<file path="config.mk">
export PLATFORM = sky130hd
export DESIGN_NAME = fc_mac
export DESIGN_NICKNAME = d
export VERILOG_FILES = /design/src/rtl/fc_mac.sv
export SDC_FILE = /design/constraint.sdc
export NUM_CORES = 1
export LEC_CHECK = 0
export ABC_AREA = 1
export CORE_MARGIN = 2
export CORE_UTILIZATION = 44
export CTS_CLUSTER_DIAMETER = 50
export DETAILED_ROUTE_END_ITERATION = 6
export GPL_TIMING_DRIVEN = 0
export PLACE_DENSITY = 0.59
export SLEW_MARGIN = 10
export SYNTH_ARGS = -nofsm -noshare
export SYNTH_HDL_FRONTEND = slang
export SYNTH_SLANG_ARGS = --single-unit
</file>
<file path="constraint.sdc">
create_clock -name clk -period 7.55 [get_ports clk]
set_clock_uncertainty 0.05 [all_clocks]
set_input_delay 1.8875 -clock clk [delete_from_list [all_inputs] [get_ports clk]]
set_output_delay 1.8875 -clock clk [all_outputs]
set_load 0.02 [all_outputs]
</file>
<file path="src/rtl/fc_mac.sv">
// fc_mac: streams a feature vector and a row-major weight matrix from SRAM and emits one saturated dot product per output neuron.
// Optional ReLU on the results: define FC_RELU_EN.
module fc_mac #(
  parameter int DW    = 16,
  parameter int AW    = 10,
  parameter int FBASE = 0,
  parameter int SHIFT = 8
) (
  input  logic          clk,
  input  logic          rst,
  input  logic          i_start,
  input  logic [9:0]    i_in_len,
  input  logic [9:0]    i_out_len,
  output logic [AW-1:0] o_fbuf_addr,
  input  logic [DW-1:0] i_fbuf_do,
  output logic [AW-1:0] o_wbuf_addr,
  input  logic [DW-1:0] i_wbuf_do,
  output logic          o_do_valid,
  output logic [DW-1:0] o_do,
  input  logic          i_out_ready,
  output logic          o_busy,
  output logic          o_done
);

  localparam int ACCW = 2*DW + 10;
  localparam logic signed [ACCW-1:0] SAT_MAX = {{(ACCW-DW+1){1'b0}}, {(DW-1){1'b1}}};
  localparam logic signed [ACCW-1:0] SAT_MIN = {{(ACCW-DW+1){1'b1}}, {(DW-1){1'b0}}};

  typedef enum logic [2:0] {
    S_IDLE  = 3'd0,
    S_RUN   = 3'd1,
    S_DRAIN = 3'd2,
    S_OUT   = 3'd3,
    S_DONE  = 3'd4
  } state_t;

  state_t                  r_state, w_next;
  logic [9:0]              r_n, r_m, r_j, r_i;
  logic [AW-1:0]           r_wptr;
  logic signed [ACCW-1:0]  r_acc, w_acc_next;
  logic signed [2*DW-1:0]  w_prod;
  logic                    r_rv;
  logic [DW-1:0]           r_do;
  logic                    r_do_valid, r_busy, r_done;
  logic                    w_hs, w_start_ok, w_last_i;

  // Shift, clamp to the signed word range and optionally rectify.
  function automatic logic [DW-1:0] requant(input logic signed [ACCW-1:0] a);
    logic signed [ACCW-1:0] s;
    logic [DW-1:0]          r;
    s = a >>> SHIFT;
    if (s > SAT_MAX) begin
      r = SAT_MAX[DW-1:0];
    end else if (s < SAT_MIN) begin
      r = SAT_MIN[DW-1:0];
    end else begin
      r = s[DW-1:0];
    end
`ifdef FC_RELU_EN
    if (r[DW-1]) begin
      r = '0;
    end else begin
      r = r;
    end
`endif
    return r;
  endfunction

  assign w_prod     = $signed(i_fbuf_do) * $signed(i_wbuf_do);
  assign w_acc_next = r_rv ? (r_acc + {{10{w_prod[2*DW-1]}}, w_prod}) : r_acc;
  assign w_hs       = (r_state == S_OUT) && i_out_ready;
  assign w_start_ok = (i_in_len != 10'd0) && (i_out_len != 10'd0);
  assign w_last_i   = (r_i == r_m - 10'd1);

  // State register.
  always_ff @(posedge clk or negedge rst) begin
    if (!rst) begin
      r_state <= S_IDLE;
    end else begin
      r_state <= w_next;
    end
  end

  // Next-state logic.
  always_comb begin
    w_next = r_state;
    case (r_state)
      S_IDLE: begin
        if (i_start) begin
          w_next = w_start_ok ? S_RUN : S_DONE;
        end else begin
          w_next = S_IDLE;
        end
      end
      S_RUN: begin
        if (r_j == r_n - 10'd1) begin
          w_next = S_DRAIN;
        end else begin
          w_next = S_RUN;
        end
      end
      S_DRAIN: w_next = S_OUT;
      S_OUT: begin
        if (w_hs) begin
          w_next = w_last_i ? S_DONE : S_RUN;
        end else begin
          w_next = S_OUT;
        end
      end
      S_DONE:  w_next = S_IDLE;
      default: w_next = S_IDLE;
    endcase
  end

  // Counters, accumulator and registered outputs; read data lags its address by one cycle (r_rv).
  always_ff @(posedge clk or negedge rst) begin
    if (!rst) begin
      r_n        <= 10'd0;
      r_m        <= 10'd0;
      r_j        <= 10'd0;
      r_i        <= 10'd0;
      r_wptr     <= '0;
      r_acc      <= '0;
      r_rv       <= 1'b0;
      r_do       <= '0;
      r_do_valid <= 1'b0;
      r_busy     <= 1'b0;
      r_done     <= 1'b0;
    end else begin
      r_rv   <= (r_state == S_RUN);
      r_busy <= (w_next != S_IDLE);
      r_done <= (w_next == S_DONE);
      case (r_state)
        S_IDLE: begin
          if (i_start && w_start_ok) begin
            r_n    <= i_in_len;
            r_m    <= i_out_len;
            r_j    <= 10'd0;
            r_i    <= 10'd0;
            r_wptr <= '0;
            r_acc  <= '0;
          end
        end
        S_RUN: begin
          r_j    <= r_j + 10'd1;
          r_wptr <= r_wptr + 1'b1;
          r_acc  <= w_acc_next;
        end
        S_DRAIN: begin
          r_acc      <= w_acc_next;
          r_do       <= requant(w_acc_next);
          r_do_valid <= 1'b1;
        end
        S_OUT: begin
          if (w_hs) begin
            r_do_valid <= 1'b0;
            if (!w_last_i) begin
              r_i   <= r_i + 10'd1;
              r_j   <= 10'd0;
              r_acc <= '0;
            end
          end
        end
        default: begin
          r_acc <= r_acc;
        end
      endcase
    end
  end

  assign o_fbuf_addr = AW'(FBASE) + AW'(r_j);
  assign o_wbuf_addr = r_wptr;
  assign o_do        = r_do;
  assign o_do_valid  = r_do_valid;
  assign o_busy      = r_busy;
  assign o_done      = r_done;

endmodule

</file>
* Word-level counts from Yosys, hierarchy flattened
Cells that the tools add are included. Widths: inputs -> output; s select.
Cells by class: add/sub/neg operators 6, $mul 1, div/mod/pow operators 0, order comparisons 2, eq/ne operators 10, shift-type cells 0, mux-type cells 23, bitwise operators 0, reductions and logical operators 20
Operator list (count):
- $mux 42 | 4
- $pmux 42 s3 | 1
- $mux 10 | 5
- $add 42x42->42 | 1
- $pmux 10 s2 | 2
- $gt 34x16->1 const B | 1
- $lt 34x16->1 const B | 1
- $mul 16x16->32 | 1
- $mux 16 | 2
- $add 10x1->10 const B | 3
- $pmux 10 s3 | 1
- $eq 10x10->1 | 2
- $reduce_bool 10->1 | 2
- $sub 10x1->10 const B | 2
- $mux 3 | 4
- $pmux 3 s4 | 1
- $reduce_and 4->1 | 3
- $reduce_bool 3->1 | 3
- $eq 3x2->1 const B | 2
- $ne 2x2->1 const B | 3
- $reduce_and 2->1 | 3
- $reduce_bool 2->1 | 3
- $reduce_and 5->1 | 1
- $eq 3x1->1 const B | 1
- 8 further kinds | 10
Word-level totals: register bits 115, bits in latches 0, bits in writable memories 0, ROM bits 0, bits of input ports 56, output and inout port bits 39, memories kept 0

* Depth between registers and ports, before layout
word-level depth 6, gate-level depth with buffers 49

* Worst setup path before layout
Ideal clock, no wire load.
path type input port to flip-flop, start point in i_fbuf_do[5], end point reg r_do[5], in the netlist o_do[5], arrival 9.343 ns, setup slack -1.959 ns, stages 43, buffers on the path 3, cell sequence clkbuf_1 > clkbuf_1 > nand2_1 > fa_1 > inv_1 > fa_1 > inv_1 > fa_1 > inv_1 > fa_1 > fa_1 > inv_1 > fa_1 > inv_1 > ha_1 > a21oi_1 > o21ai_0 > a21oi_1 > [... 7 more ...] > xor2_1 > ha_1 > nand2_1 > nor2_1 > inv_1 > nor3_2 > nand4_1 > nand4_1 > nand3_2 > nand2_2 > nand2_1 > nor2_1 > nand3_1 > o21bai_4 > buf_6 > nand2_1 > nand2_1 > nand2_1
Between the ends: cells in the longest elaborated chain, start to end 6, elaborated cells on any way between the ends 7
Ends and longest elaborated chain:
- start, declared | RTL line 15 | input logic [DW-1:0] i_fbuf_do,
- $mul 16x16->32 * | RTL line 69 | assign w_prod = $signed(i_fbuf_do) * $signed(i_wbuf_do);
- $add 42x42->42 * | RTL line 70 | assign w_acc_next = r_rv ? (r_acc + {{10{w_prod[2*DW-1]}}, w_prod}) : r_acc;
- $mux 42 * | RTL line 70
- $lt 34x16->1 | RTL line 54 | end else if (s < SAT_MIN) begin
- $mux 16 | RTL line 54
- $mux 16 * | RTL line 52 | if (s > SAT_MAX) begin
- end signal, assigned | RTL line 151 | r_do <= requant(w_acc_next);
- end, declared | RTL line 43 | logic [DW-1:0] r_do;
Mark *: on every way between the ends. The rest lies on a longest branch, timed or not. The select of a mux whose other input is x is not followed. A chain may end at the register's enable or synchronous reset.

* Final worst setup path
start point in i_wbuf_do[5], end point reg r_do[7], in the netlist o_do[7]
Between the ends: cells in the longest elaborated chain, start to end 6, elaborated cells on any way between the ends 7
Ends and longest elaborated chain:
- start, declared | RTL line 17 | input logic [DW-1:0] i_wbuf_do,
- $mul 16x16->32 * | RTL line 69
- $add 42x42->42 * | RTL line 70
- $mux 42 * | RTL line 70
- $lt 34x16->1 | RTL line 54
- $mux 16 | RTL line 54
- $mux 16 * | RTL line 52
Marked as above.

==> results.cfg <==
[run_status]
run_status = finished, violations left
violations = setup timing

[cts]
clockRootBuffer = clkbuf_16
cts_buffers = 17
clk_pin_slew_ns = 0.06
cts_max_level = 4
insertion_delay_ns = 0.44
cts_tree = yes
clkSinkCount = 115
clockBufferDepth = 2

[yosys]
synth_compound_area_share_pct = 6.39
synthMuxAreaShare_pct = 0
syn_area_mm2 = 0.0197
avgSynthCellArea_um2 = 7.08
synthAdderAreaFrac_pct = 35.0
synth_largest_area_cell = fa_1
synth_cells = 2787
synth_xor_area_share_pct = 4.35
ys_seq_area_share_pct = 14.6
synth_edf_count = 0
synth_top_family_by_area = adder cells
synth-simple-area-share_pct = 24.1
synthArstFlopShare_pct = 100
synth-warning-count = 0
synth_top_area_share_pct = 26.7
synth-seq-cells = 115
synth.area.top_cells = fa_1 (27%), nand2_1 (16%), dfrtp_1 (15%)
syn-num-nets = 3237
synthFlopType = dfrtp_1
yosysUniqueCellTypes = 47

[placement]
portBuffers = 69
hpwl_um = 49600
place_ws_ns = -3.54
placed_cell_area_mm2 = 0.0221
gp_congestion = 0.955

[die]
core.rowCount = 77
die_y_um = 216
fp.dieW_um = 216
start_util_pct = 44.6
core_area_mm2 = 0.0442
ios = 95
die-area_mm2 = 0.0466

[setup_path]
path_max_fanout = 7
critPathCaptureType = flop
cp_num_buf_inv = 9
path_class = primary input to flop
start_kind = primary input
cp_data_required_time_ns = 7.83
r2r-start = r_acc[0]
path_common_cell = nand2_1
reg2reg_depth = 22
crit_arrival_ns = 9.58
cp_top_family = adder cells
critPathMaxStageDelay_ns = 0.56
cp.depth = 43
startpoint = i_wbuf_do[5]
timing.rr.end = o_do[7]
ff2ff_setup_slack_ns = 4.22
cp_slowest_cell = fa_1

[detailed_routing]
met1_length_um = 27000
dr.pass1.iters = 5
wl_met3_um = 2460
drt_iter0_drc = 975
drc_errors = 0
wl_met2_um = 30100
ant_nets = 0
wl_um = 61600
highest-signal-layer = met4
wire_per_inst_um = 17.1
via_count = 17700
via_per_inst = 4.89

[global_route]
grt_pass1_vias = 18400
antenna_found_initial = 0
grt_overflow = 0
grt_pass1_wl_um = 100000
grt_use_total_pct = 27.2
grt_start_max_net_pins = 80

[sta]
hold_viol = 0
min_period_ns = 9.29
setup_tns_ns = -51.23
tightest_slew_ns = 1.03
fin_crit_sh_pct = 123
finalSetupViolCount = 46
fin_ws_ns = -1.74
max_slew_margin_pct = 31.0
rsz0062_at_grt = yes
drv_slew = 0
fmaxAchievable_mhz = 108

[flow_run]
cap_violations = 0

[final_layout]
mostFrequentLayoutCells = nand2_1 (724), inv_1 (691), fa_1 (246)
final_layout_size_suffix_gt1_share_pct = 21.5
design_area_mm2 = 0.0256
area_growth_pct = 29.6
nets = 3454
antenna_cells = 0
utilization_pct = 57.8
final_common_cell = nand2_1

[worst_hold_path]
hold-path-cell-count = 2
whs_endpoint = o_do[4]
worstHoldStart = o_do[4]
hold_path.class = flop to flop
-- area by class of cell --
class | instances | area [um^2]
repair inverters | 1 | 6.26
multi-input cells | 1858 | 15700
fillers | 4112 | 18700
well taps | 592 | 741
clock buffers | 18 | 439
inverters | 733 | 2770
flip-flops and latches | 115 | 2880
plain buffers | 81 | 1030
clock inverters | 14 | 168
repair buffers | 197 | 1840
-- kinds of logic (layout without fill, tap and decap cells) --
group                      count (synthesis)  count (layout)
DFF                                      115             115
buffers and inverters                    814            1044
xor gates and xnor gates                  98              98
and+or+nand+nor                         1146            1146
AOI/OAI and AO/OA                        220             220
adders and majority gates                394             394
-- timing repair --
| action | CTS | global route |
|---|---|---|
| gates resized for setup | 324 | 167 |
| pin swaps | 153 | 102 |
| buffers inserted | 66 | 51 |
| gates cloned | 3 | 8 |
| hold buffers | 0 | 0 |
| setup endpoints to repair | 50 | 49 |
-- cell usage after synthesis (2+ instances only) --
cell type and n:
buf_2 5, nand3_1 88, buf_6 3, o32ai_1 2
a22o_1 4, ha_1 131, o22ai_1 32, or2_2 12
o21a_1 4, nor2_1 111, a211oi_1 2, nor4_1 12
o21ai_1 2, fa_1 263, inv_2 4, nor2_2 18
nand2_2 23, nor3_1 18, nor3_2 4, nand4_1 29
clkbuf_1 73, o21ai_0 91, a31oi_1 4, dfrtp_1 115
a21oi_1 65, xnor2_1 30, xor2_1 68, o21ai_2 2
nor2_4 4, nand3_2 2, inv_1 728, a21boi_0 2
a21o_1 2, nand2_1 821
-- routing by layer --
layer	global-route usage [%]	up-vias
li1	-	8656
met2	47.4	433
met4	8.14	0
met3	2.47	111
met5	0	-
met1	36.0	8465
-- worst min-delay path, delay by kind of cell (launching register included) --
family           cells  cell delay [ns]
flip-flops           1             0.34
AND/OR/NAND/NOR      2             0.11
-- worst max-delay path by stage --
| stage | end | slack (ns) |
|---|---|---|
| after floorplan | o_do[5] | -1.37 |
| after global placement | o_do[9] | -3.57 |
| after detailed placement | o_do[5] | -3.54 |
| after CTS | o_do[10] | -1.74 |
| after global routing | o_do[9] | -2.12 |
| final | o_do[7] | -1.74 |
-- through the flow --
step | hold WS [ns] | std cells
3_3_place_gp | 0.413 | 3448
4_1_cts | 0.435 | 3550
5_1_grt | 0.462 | 3609
2_1_floorplan | 0.398 | 2787
6_report | 0.433 | 3609
3_5_place_dp | 0.417 | 3449
-- state kept, by name (all words and copies together), names as in the netlist --
| signal | count |
|---|---|
| r_state | 3 |
| o_busy | 1 |
| r_j | 10 |
| r_m | 10 |
| o_done | 1 |
| r_i | 10 |
| o_wbuf_addr | 10 |
| o_do_valid | 1 |
| o_do | 16 |
| r_rv | 1 |
| r_acc | 42 |
| r_n | 10 |
Power is not shown: default switching activity piles up to over one toggle a cycle in this logic, so the estimate is an artifact.
==> edit 1, RTL diff (same flow settings) <==
The option `FC_RELU_EN` is turned on by a define.
--- a/src/rtl/fc_mac.sv
+++ b/src/rtl/fc_mac.sv
@@ -2,2 +2,4 @@
 // Optional ReLU on the results: define FC_RELU_EN.
+`define FC_RELU_EN
+
 module fc_mac #(
Behaviour: not the same (Yosys sat finds a counterexample within 4 cycles, from zero or initial values and one cycle with rst low).
==> edit 1 against the original RTL <==
  * The flow still finishes with violations (setup timing)
  * Routed wire length fell by 1.2%
  * Largest cell class unchanged
  * Non-clock buffer count rose by 26
  * Final area rose by 3.2%
  * Worst hold slack barely moved
  * Count of clock-buffer cells in the layout rose by 1
  * Critical path type unchanged
  * Sequential cell count fell by 1
  * Worst setup slack got worse by 0.091 ns
  * Utilization rose by 2.1 points
  * Synthesized area fell by 1.1%
  * Fmax fell by 0.97%
Power is left out: the tool's default activity adds up to more than one toggle a clock period on the data nets, which glitch-free logic cannot reach.
==> edit 1: results (changes against the original RTL) <==
| Metric | Value |
|---|---|
| Status | `finished with violations (unchanged)` |
| Failing checks | `setup timing (unchanged)` |
| Multiplexer share of the synthesized area | `0.519% (was 0%)` |
| Crit-path max cell delay | `0.62 ns (was 0.56 ns)` |
| Worst Setup SP | `i_fbuf_do[15] (was i_wbuf_do[5])` |
| PortBufs | `68 (was 69)` |
| Drt pass-1 iters | `6 (was 5)` |
| Critical Path End | `o_do[0] (was o_do[7])` |
| DR iter-0 viols | `1136 (was 975)` |
| Worst Tran Pin Value | `0.914 ns (was 1.03 ns)` |
| Yosys cell types | `53 (was 47)` |
| First-pass GRT wire length | `98700 um (was 100000 um)` |
| Final RePlAce weighted congestion | `0.920 (was 0.955)` |
| Worst Path Arrival | `9.65 ns (was 9.58 ns)` |
| Placed Area | `21900 um2 (was 22100 um2)` |
| Via Count | `17.9k (was 17.7k)` |
| Number of global-route vias before repair | `18.6k (was 18.4k)` |
| Top post-synthesis cells by count | `805 x nand2_1, 662 x inv_1, 263 x fa_1 (was 821 x nand2_1, 728 x inv_1, 263 x fa_1)` |
| Area fraction in compound gates after synthesis | `5.97% (was 6.39%)` |
| Main area contributors after synthesis | `fa_1 27%, nand2_1 15%, dfrtp_1 15%, inv_1 13%, ha_1 8.4% (was fa_1 27%, nand2_1 16%, dfrtp_1 15%, inv_1 14%, ha_1 8.3%)` |
| Nets | `3423 (was 3454)` |
| Adder-cell share of the synthesized area | `35.4% (was 35.0%)` |
| Hold EP | `r_acc[3] (was o_do[4])` |
| Setup Fix Bufs, Post-CTS | `94 (was 66)` |
| Largest net degree at the start of global routing | `61 (was 80)` |
| Syn Nets | `3182 (was 3237)` |
| Routed wl met3 | `3100 um (was 2460 um)` |
| Met2 wire length | `29800 um (was 30100 um)` |
| Layout cells sized above 1 | `28.9% (was 21.5%)` |
| GRT Overall Usage | `27.0% (was 27.2%)` |
| Met3 Use GR | `4.07% (was 2.47%)` |
| Post-CTS Resized | `432 (was 324)` |
| Routed WL | `60900 um (was 61600 um)` |
| R2R Setup Slk | `4.00 ns (was 4.22 ns)` |
| Slowest CP cell | `fa_2 (was fa_1)` |
| Routed length on met1 | `26400 um (was 27000 um)` |
| Fin worst setup slack | `-1.84 ns (was -1.74 ns)` |
| GR Layer Usage met1 | `35.6% (was 36.0%)` |
| Final setup fails | `45 (was 46)` |
| Post-synthesis sequential area ratio | `14.6% (about the same)` |
-- edit 1: area by class of cell --
| cell class | instances | area, um2 |
|---|---|---|
| clock inverters | 13 | 149 |
| plain buffers | 82 | 1060 |
| flip-flops and latches | 114 | 2850 |
| multi-input cells | 1862 | 16500 |
| inverters | 674 | 2570 |
| repair buffers | 222 | 2010 |
| fillers | 3947 | 17600 |
| well taps | 592 | 741 |
| clock buffers | 19 | 453 |
-- edit 1: stage by stage --
step | std cells | utilization (%) | setup slack (ns) | hold WS (ns) | TNS (ns)
6_report | 3578 | 59.9 | -1.84 | 0.433 | -51.43
5_1_grt | 3578 | 59.9 | -2.07 | 0.464 | -61.63
4_1_cts | 3521 | 56.6 | -1.88 | 0.435 | -50.37
3_5_place_dp | 3393 | 49.7 | -3.87 | 0.414 | -135.83
3_3_place_gp | 3392 | 49.7 | -3.81 | 0.411 | -186.01
2_1_floorplan | 2732 | - | -1.70 | 0.398 | -42.93
==> edit 2, RTL diff (same flow settings) <==
Without the edit above. Re-encode `state_t` (5 states) as Gray code, 3 bits wide.
--- a/src/rtl/fc_mac.sv
+++ b/src/rtl/fc_mac.sv
@@ -29,7 +29,7 @@
   typedef enum logic [2:0] {
-    S_IDLE  = 3'd0,
-    S_RUN   = 3'd1,
-    S_DRAIN = 3'd2,
-    S_OUT   = 3'd3,
-    S_DONE  = 3'd4
+    S_IDLE  = 3'b000,
+    S_RUN   = 3'b001,
+    S_DRAIN = 3'b011,
+    S_OUT   = 3'b010,
+    S_DONE  = 3'b110
   } state_t;
Behaviour: same outputs for any inputs over 4 cycles, from zero or initial values and one cycle with rst low; so few cycles prove little.
==> edit 2 against the original RTL <==
  * Final area down 0.91%
  * Sequential cell count unchanged
  * Worst setup slack worse by 0.41 ns
  * Global-route usage up 0.73 points
  * The run still ends with setup timing left
  * Fmax down 4.2%
  * Synthesized cell count up 0.86%
  * Synthesized area about the same
  * Routed wire length up 2.6%
Power is left out: the tool's default activity adds up to more than one toggle a clock period on the data nets, which glitch-free logic cannot reach.
==> edit 2: results (changes against the original RTL) <==
| Metric | Value |
|---|---|
| Number of global-route vias before repair | `18.7k (was 18.4k)` |
| Nets | `3448 (was 3454)` |
| GRT Overall Usage | `28.0% (was 27.2%)` |
| Syn Nets | `3261 (was 3237)` |
| Avg Cell Area, Syn | `7.01 um2 (was 7.08 um2)` |
| Inverters | `697 (was 734)` |
| Status | `finished with violations (unchanged)` |
| Placed insts | `3473 (was 3449)` |
| Total core area | `44200 um2 (unchanged)` |
| Layout clock area frac | `2.10% (was 2.37%)` |
| Via density | `4.98 (was 4.89)` |
| Area fraction in compound gates after synthesis | `5.40% (was 6.39%)` |
| Multi-input gates | `1916 (was 1858)` |
| Top reg by flops | `r_acc (unchanged)` |
| Detail Placement HPWL | `51200 um (was 49600 um)` |
| Setup Fix Bufs, Post-CTS | `74 (was 66)` |
| H-tree lvl count | `4 (unchanged)` |
| Layout area overhead | `28.5% (was 29.6%)` |
| Relative slew slack | `25.8% (was 31.0%)` |
| Post-synthesis sequential area ratio | `14.6% (about the same)` |
| Largest net degree at the start of global routing | `78 (was 80)` |
| First-pass GRT wire length | `102000 um (was 100000 um)` |
| Layout cells sized above 1 | `21.9% (was 21.5%)` |
| Met2 wire length | `31200 um (was 30100 um)` |
| Fin worst setup slack | `-2.15 ns (was -1.74 ns)` |
| Top post-synthesis cells by count | `900 x nand2_1, 687 x inv_1, 263 x fa_1 (was 821 x nand2_1, 728 x inv_1, 263 x fa_1)` |
| Non-CTS buffers | `251 (was 278)` |
| Met2 Usage GRT | `47.7% (was 47.4%)` |
| Clock Buffer Count | `20 (was 18)` |
| Adder-cell share of the synthesized area | `35.0% (about the same)` |
| GR Layer Usage met1 | `37.5% (was 36.0%)` |
| Area taken by multi-input logic gates | `15900 um2 (was 15700 um2)` |
| FFs & Latches | `115 (unchanged)` |
| Routed WL | `63200 um (was 61600 um)` |
| Main area contributors after synthesis | `fa_1 27%, nand2_1 17%, dfrtp_1 15%, inv_1 13%, ha_1 8.3% (was fa_1 27%, nand2_1 16%, dfrtp_1 15%, inv_1 14%, ha_1 8.3%)` |
| Setup TNS | `-60.88 ns (was -51.23 ns)` |
| Failing checks | `setup timing (unchanged)` |
| Yosys cell types | `53 (was 47)` |
| Xor/xnor share of the synthesized area | `4.13% (was 4.35%)` |
| Crit-path max cell delay | `0.59 ns (was 0.56 ns)` |
| Post-CTS Resized | `385 (was 324)` |
| Final setup fails | `46 (unchanged)` |
| # fillers | `4197 (was 4112)` |
| Routed wl met3 | `2160 um (was 2460 um)` |
| Max Fanout on Critical Path | `6 (was 7)` |
| Non-clock buffer share | `10.4% (was 11.2%)` |
| Worst slack, placed | `-4.46 ns (was -3.54 ns)` |
| Finished Layout Cells | `3603 (was 3609)` |
| Worst Path Arrival | `9.98 ns (was 9.58 ns)` |
| Sequential cell area share | `11.4% (was 11.3%)` |
| DR iter-0 viols | `846 (was 975)` |
| Routed length on met1 | `27800 um (was 27000 um)` |
| Met3 Use GR | `2.20% (was 2.47%)` |
| Placed Area | `21900 um2 (was 22100 um2)` |
| Final RePlAce weighted congestion | `0.957 (was 0.955)` |
edit 2: cell types whose count changed after synthesis, moves of 4 or more:
cell	unedited run	this run
inv_1	728	687
o22ai_1	32	5
o21ai_0	91	76
o21ai_1	2	12
or2_2	12	21
nor2_1	111	124
xor2_1	68	64
nand2_1	821	900
a21oi_1	65	70
nand2_2	23	15
o21bai_1	1	6
edit 2: worst paths after layout:
kind | slack [ns] | depth (start not counted) | endpoint | start
max | -2.15 | 43 | o_do[6] | i_fbuf_do[15]
min | 0.43 | 2 | r_acc[6] | r_acc[6]
max reg2reg | 3.68 | 22 | o_do[6] | r_acc[0]
min reg2reg | 0.43 | 2 | r_acc[6] | r_acc[6]
max in group asynchronous | 5.42 | 2 | r_m[8] | rst
min in group asynchronous | 1.30 | 1 | o_wbuf_addr[3] | rst
edit 2: worst register-to-register path: cells and delay by family (launching register included):
family | cells | cell delay, ns
fa+ha+maj | 2 | 0.79
buf+inv | 3 | 0.45
flops | 1 | 0.35
simple gates | 17 | 2.13
